--- src/rtl/instr_fetch_unit.sv ---
// Instruction fetch stage: PC, req/ack memory fetch FSM and prefetch FIFO for the control unit.
// Optional request watchdog and sticky fetch_err port are enabled by defining FETCH_TIMEOUT_EN.
module instr_fetch_unit #(
  parameter int unsigned ADDR_W   = 16,
  parameter int unsigned DATA_W   = 16,
  parameter int unsigned PF_DEPTH = 2,
  parameter int unsigned TIMEOUT  = 15
) (
  input  logic              clk,
  input  logic              reset,
  input  logic              halted,
  input  logic              instr_take,
  input  logic              jmp_en,
  input  logic [ADDR_W-1:0] jmp_addr,
  output logic              mem_rd,
  output logic [ADDR_W-1:0] mem_addr,
  input  logic              mem_ack,
  input  logic [DATA_W-1:0] mem_rdata,
  output logic [DATA_W-1:0] instr_out,
  output logic [ADDR_W-1:0] instr_pc,
  output logic              instr_valid,
`ifdef FETCH_TIMEOUT_EN
  output logic              fetch_err,
`endif
  output logic [ADDR_W-1:0] pc_out
);

  localparam int unsigned PTR_W = $clog2(PF_DEPTH);
  localparam int unsigned CNT_W = PTR_W + 1;

  typedef enum logic [1:0] {StIdle, StReq, StDrop} state_t;

  state_t            r_state;
  logic [ADDR_W-1:0] r_pc;
  logic              r_mem_rd;
  logic [ADDR_W-1:0] r_mem_addr;
  logic [DATA_W-1:0] r_buf_data [PF_DEPTH];
  logic [ADDR_W-1:0] r_buf_pc   [PF_DEPTH];
  logic [PTR_W-1:0]  r_wr_ptr;
  logic [PTR_W-1:0]  r_rd_ptr;
  logic [CNT_W-1:0]  r_count;

  logic w_push;
  logic w_pop;
  logic w_full;
  logic w_tmo;

  assign w_push = (r_state == StReq) && mem_ack && !jmp_en;
  assign w_pop  = instr_take && (r_count != '0) && !jmp_en;
  assign w_full = (r_count == CNT_W'(PF_DEPTH));

`ifdef FETCH_TIMEOUT_EN
  localparam int unsigned TMO_W = $clog2(TIMEOUT + 1);

  logic [TMO_W-1:0] r_tmo_cnt;
  logic             r_fetch_err;

  assign w_tmo = (r_state != StIdle) && !mem_ack && (r_tmo_cnt == TMO_W'(TIMEOUT - 1));

  always_ff @(posedge clk) begin
    if (!reset) begin
      r_tmo_cnt   <= '0;
      r_fetch_err <= 1'b0;
    end else begin
      if (r_state == StIdle || mem_ack || w_tmo) r_tmo_cnt <= '0;
      else                                       r_tmo_cnt <= r_tmo_cnt + TMO_W'(1);
      if (w_tmo) r_fetch_err <= 1'b1;
    end
  end

  assign fetch_err = r_fetch_err;
`else
  logic w_unused_timeout;
  assign w_unused_timeout = |TIMEOUT;
  assign w_tmo            = 1'b0;
`endif

  always_ff @(posedge clk) begin
    if (!reset) begin
      r_state    <= StIdle;
      r_pc       <= '0;
      r_mem_rd   <= 1'b0;
      r_mem_addr <= '0;
      r_wr_ptr   <= '0;
      r_rd_ptr   <= '0;
      r_count    <= '0;
      for (int unsigned i = 0; i < PF_DEPTH; i++) begin
        r_buf_data[i] <= '0;
        r_buf_pc[i]   <= '0;
      end
    end else begin
      if (jmp_en) begin
        r_pc     <= jmp_addr;
        r_wr_ptr <= '0;
        r_rd_ptr <= '0;
        r_count  <= '0;
      end else begin
        if (w_push) begin
          r_buf_data[r_wr_ptr] <= mem_rdata;
          r_buf_pc[r_wr_ptr]   <= r_mem_addr;
          r_wr_ptr             <= r_wr_ptr + PTR_W'(1);
          r_pc                 <= r_pc + ADDR_W'(1);
        end
        if (w_pop) r_rd_ptr <= r_rd_ptr + PTR_W'(1);
        if (w_push && !w_pop)      r_count <= r_count + CNT_W'(1);
        else if (!w_push && w_pop) r_count <= r_count - CNT_W'(1);
      end

      unique case (r_state)
        StIdle: begin
          // Issuing on a jump cycle would fetch the stale pc, so wait one cycle.
          if (!jmp_en && !halted && !w_full) begin
            r_mem_rd   <= 1'b1;
            r_mem_addr <= r_pc;
            r_state    <= StReq;
          end
        end
        StReq: begin
          if (mem_ack || w_tmo) begin
            r_mem_rd <= 1'b0;
            r_state  <= StIdle;
          end else if (jmp_en) begin
            r_state <= StDrop;
          end
        end
        StDrop: begin
          if (mem_ack || w_tmo) begin
            r_mem_rd <= 1'b0;
            r_state  <= StIdle;
          end
        end
        default: begin
          r_mem_rd <= 1'b0;
          r_state  <= StIdle;
        end
      endcase
    end
  end

  assign mem_rd      = r_mem_rd;
  assign mem_addr    = r_mem_addr;
  assign instr_out   = r_buf_data[r_rd_ptr];
  assign instr_pc    = r_buf_pc[r_rd_ptr];
  assign instr_valid = (r_count != '0);
  assign pc_out      = r_pc;

endmodule

--- config.mk ---
export PLATFORM = sky130hd
export DESIGN_NAME = instr_fetch_unit
export DESIGN_NICKNAME = d
export VERILOG_FILES = /design/src/rtl/instr_fetch_unit.sv
export SDC_FILE = /design/constraint.sdc
export NUM_CORES = 1
export LEC_CHECK = 0
export BUFFER_PORTS_ARGS = -buffer_cell sky130_fd_sc_hd__buf_2
export CORE_MARGIN = 8
export CORE_UTILIZATION = 26
export CTS_CLUSTER_DIAMETER = 120
export DETAILED_ROUTE_END_ITERATION = 16
export PLACE_DENSITY_LB_ADDON = 0.1
export SYNTH_ARGS = -nofsm -noshare
export SYNTH_HDL_FRONTEND = slang
export SYNTH_SLANG_ARGS = --single-unit
--- constraint.sdc ---
create_clock -name clk -period 3.75 [get_ports clk]
set_clock_uncertainty 0.2 [all_clocks]
set_input_delay 0.5625 -clock clk [delete_from_list [all_inputs] [get_ports clk]]
set_output_delay 0.5625 -clock clk [all_outputs]
set_load 0.01 [all_outputs]
* Word-level counts from Yosys, hierarchy flattened *
Memories as Yosys holds them, arrays and structs flattened. A register that Yosys moved wholly into a read port is not among the register bits.
Cells that the tools add are included.

storage, ports and cells
  output and inout port bits = 66
  RAM bits = 64
  flip-flop bits (word level) = 39
  memories kept = 2
  bits of input ports = 38

operators by class
  multiplexer cells = 27
  bitwise logic cells = 1
  reductions and logical operators = 24
  add/sub/neg operators = 5
  equal/unequal tests = 7

memories
  memory      depth  bits a word  rd ports  clocked after memory_dff  wr ports  line  RTL
  r_buf_data  2      16           1         1                         2         37    logic [DATA_W-1:0] r_buf_data [PF_DEPTH];
  r_buf_pc    2      16           1         1                         2         38    logic [ADDR_W-1:0] r_buf_pc [PF_DEPTH];

operators by type and width
  cell                                                 count
  2-to-1 mux 16 bit                                    4
  OR reduction 16 bit                                  2
  adder 16 x 1 -> 16 bit, second input constant        1
  2-to-1 mux 1 bit                                     15
  2-to-1 mux 2 bit                                     6
  logical AND 1 bit                                    8
  one-hot mux 2 bit (3 select lines)                   1
  nonzero test 2 bit                                   3
  zero test 1 bit                                      5
  equality test 2 bit, second input constant           2
  != test 2 bit, second input constant                 2
  AND reduction 2 bit                                  2
  OR reduction 2 bit                                   2
  != test 3 bit, second input constant                 1
  AND reduction 3 bit                                  1
  adder 1 bit, second input constant                   2
  adder 2 x 1 -> 2 bit, second input constant          1
  equality test 2 x 1 -> 1 bit, second input constant  1
  zero test 2 bit                                      1
  != test 2 x 1 -> 1 bit, second input constant        1
  one-hot mux 1 bit (2 select lines)                   1
  subtractor 2 x 1 -> 2 bit, second input constant     1
  NOT 1 bit                                            1

* Longest topological paths before layout *
  depth in word-level cells = 9
  depth in mapped cells = 10

* Least setup slack after synthesis *
No wires, ideal clock.

  path kind = register to register
  from = register r_state[1]
  to = memory r_buf_data[0][0] (enable)
  arrival = 3425 ps
  period minus slack after synthesis = 4095 ps
  library setup time = 470 ps
  path slack = -345 ps
  cell stages (with the launch flop) = 7
  cells stage by stage = dfxtp_1 -> inv_1 -> ha_1 -> clkbuf_1 -> nand2_1 -> buf_2 -> o31ai_1

RTL lines
  element                 line  RTL
  from (decl)             33    state_t r_state;
  from (signal assigned)  80    r_state <= StIdle;
  from (signal assigned)  115   r_state <= StReq;
  from (signal assigned)  121   r_state <= StIdle;
  to (decl)               37

==> flow_summary.ini <==
[outcome]
status = finished clean

[floorplan]
ios = 104
core-area_um2 = 17300
start_util_pct = 26.5
std_cell_rows = 48
die-width_um = 149
dieArea_um2 = 22100
fp.dieH_um = 149

[critical_path]
critPathSlowestCell = dfxtp_2
reg2regPathDepth = 7
cp-start-kind = flip-flop
path_buf_inv = 1
cp_top_family = flip-flops
cp_slowest_stage_delay_ns = 0.92
worstPathArrival_ns = 1.86
crit_cells = 2
required_ns = 2.99
path_class = flip-flop to output pin
endpoint_kind = output pin
path_cells = mux2_2 > buf_2
crit_path_max_fanout = 32

[sta]
finalSetupViolations = 0
worstMarginPinSlew_ns = 0.895
setup_ws_ns = 1.13
hold_violations = 0
rsz0062_at_grt = false
tns_ns = 0
max_freq_ghz = 0.382
drv_slew = 0
period_share_pct = 69.9
min_period_ns = 2.62
whs_ns = 0.251
slew_headroom_pct = 40.3

[placed_design]
post-place-ws_ns = 1.45
dp_hpwl_um = 8270
placed_cells = 697
routabilityCongestion = 0.785
place_area_um2 = 5400
placement.io_buffers = 103

[global_routing]
grt_max_degree = 33
gr-total-overflow = 0
track_usage_pct = 11.6
grt_pass1_vias = 3420
grt_pass1_wl_um = 19600
antenna_found_initial = 0

[logic_synthesis]
synthArstFlopShare_pct = 0
yosysWarnings = 0
syn_area_um2 = 4590
synth_cells = 380
avgSynthCellArea_um2 = 12.1
synth.net_count = 423
synth_edf_count = 64
yosysSeqAreaShare_pct = 59.4
yosys_register_bits = 104
ys_types = 38
synth_flop_cell = edfxtp_1

[layout]
final_cell_area_um2 = 5730
layout.nets = 526
drive_above_1_share_pct = 34.4
final_util_pct = 33.2
area_growth_pct = 25.0
finalNonFillerCells = 713
insertedDiodeCount = 0

[clocking]
cts_tree = done
clockBufferDepth = 2
clk_latency_ns = 0.35
ctsResizeCount = 0
cts_setup_buffers = 0
cts_inserted_buffers = 9
clkSlewWorstSetupHoldPaths_ns = 0.07
clock-sinks = 104
clockRootBuffer = clkbuf_16
htreeDepth = 3
cts_hold_buf = 0

[route]
num_vias = 3172
ant_nets = 0
drc = 0
post_drt_wl_per_cell_um = 17.7
via_per_inst = 4.45
wl_um = 12600
drt_iter0_drc = 183
dr.pass1.iters = 4

[power]
power-per-cell-area_nw_per_um2 = 443
power.leakage_nw = 2.31
vdd_ir_drop_max_mv = 0.209
finalPower_mw = 2.54

[job]
maxCapViolations = 0

[hold_path]
hold_class = input port to flip-flop
hold_depth = 3
## sequential cells by signal (all words and copies together) (netlist names), named ones only
register,count
r_count,2
r_rd_ptr,1
pc_out,16
mem_rd,1
r_buf_data,32
mem_addr,16
r_buf_pc,32
r_state,2
r_wr_ptr,1
## worst paths after layout
check	start	end	slack [ns]
setup / recovery	flip-flop	instr_pc[12]	1.13
hold / removal	jmp_addr[0]	pc_out[0]	0.25
setup reg to reg	r_state[1]	r_buf_data[1][1]	1.45
hold reg to reg	r_rd_ptr	r_rd_ptr	0.32
## tightest hold or removal path: stages
cell and delay (ns):
buf_2 0.08, mux2i_1 0.05, nor2_1 0.07
## power by group
group | total [mW] | leakage [nW] | internal (mW) | switching [mW]
Sequential | 1.29 | 0.990 | 1.26 | 0.0375
Clock | 1.04 | 0.167 | 0.606 | 0.433
Combinational | 0.206 | 1.15 | 0.0870 | 0.119
Total | 2.54 | 2.31 | 1.95 | 0.589
## layer usage
layer | wire, µm | global-route usage [%]
met4 | 234 | 4.85
met2 | 6210 | 19.5
met1 | 5650 | 14.0
met5 | 0 | 0
met3 | 497 | 2.61
## cell usage in the layout (no fill, tap or decap), types with 9 or more instances in the layout
cell type	n
edfxtp_1	64
mux2_2	32
o21ai_0	15
buf_2	103
dfxtp_1	39
and2_1	64
nand2_1	9
a21oi_1	16
nor2_1	27
xnor2_1	10
inv_1	10
clkbuf_16	11
buf_4	9
mux2i_1	17
## logic make-up after synthesis
logic type      Yosys count  synth area share (%)
mux                      49                  11.6
fa+ha+maj                 5                  1.36
buf+inv                  30                  2.51
flops                   104                  59.4
compound gates           43                  5.43
simple gates            134                  16.9
xor+xnor                 15                  2.86
## cells in the mapped netlist (3+ instances only)
cell	count	share of area, %
dfxtp_1	40	17
nor4_1	3	0.41
a21oi_1	16	1.7
nor3_1	6	0.65
buf_1	3	0.25
o21ai_0	15	1.6
nor2_1	27	2.2
nand4_1	3	0.41
inv_1	10	0.82
xor2_1	5	0.95
nand3_1	8	0.87
mux2i_1	17	3.7
ha_1	5	1.4
and2_1	64	8.7
xnor2_1	10	1.9
o31ai_1	3	0.49
nand2_1	9	0.74
mux2_2	32	7.9
clkbuf_1	15	1.2
edfxtp_1	64	42
## final cells by class
cell class	instances	area, µm²
fillers	1791	11600
flip-flops and latches	104	2720
multi-input cells	246	1770
repair buffers	112	583
well taps	225	282
clock buffers	12	280
clock inverters	4	53.8
inverters	10	37.5
Power figures use the tool's default switching activity.
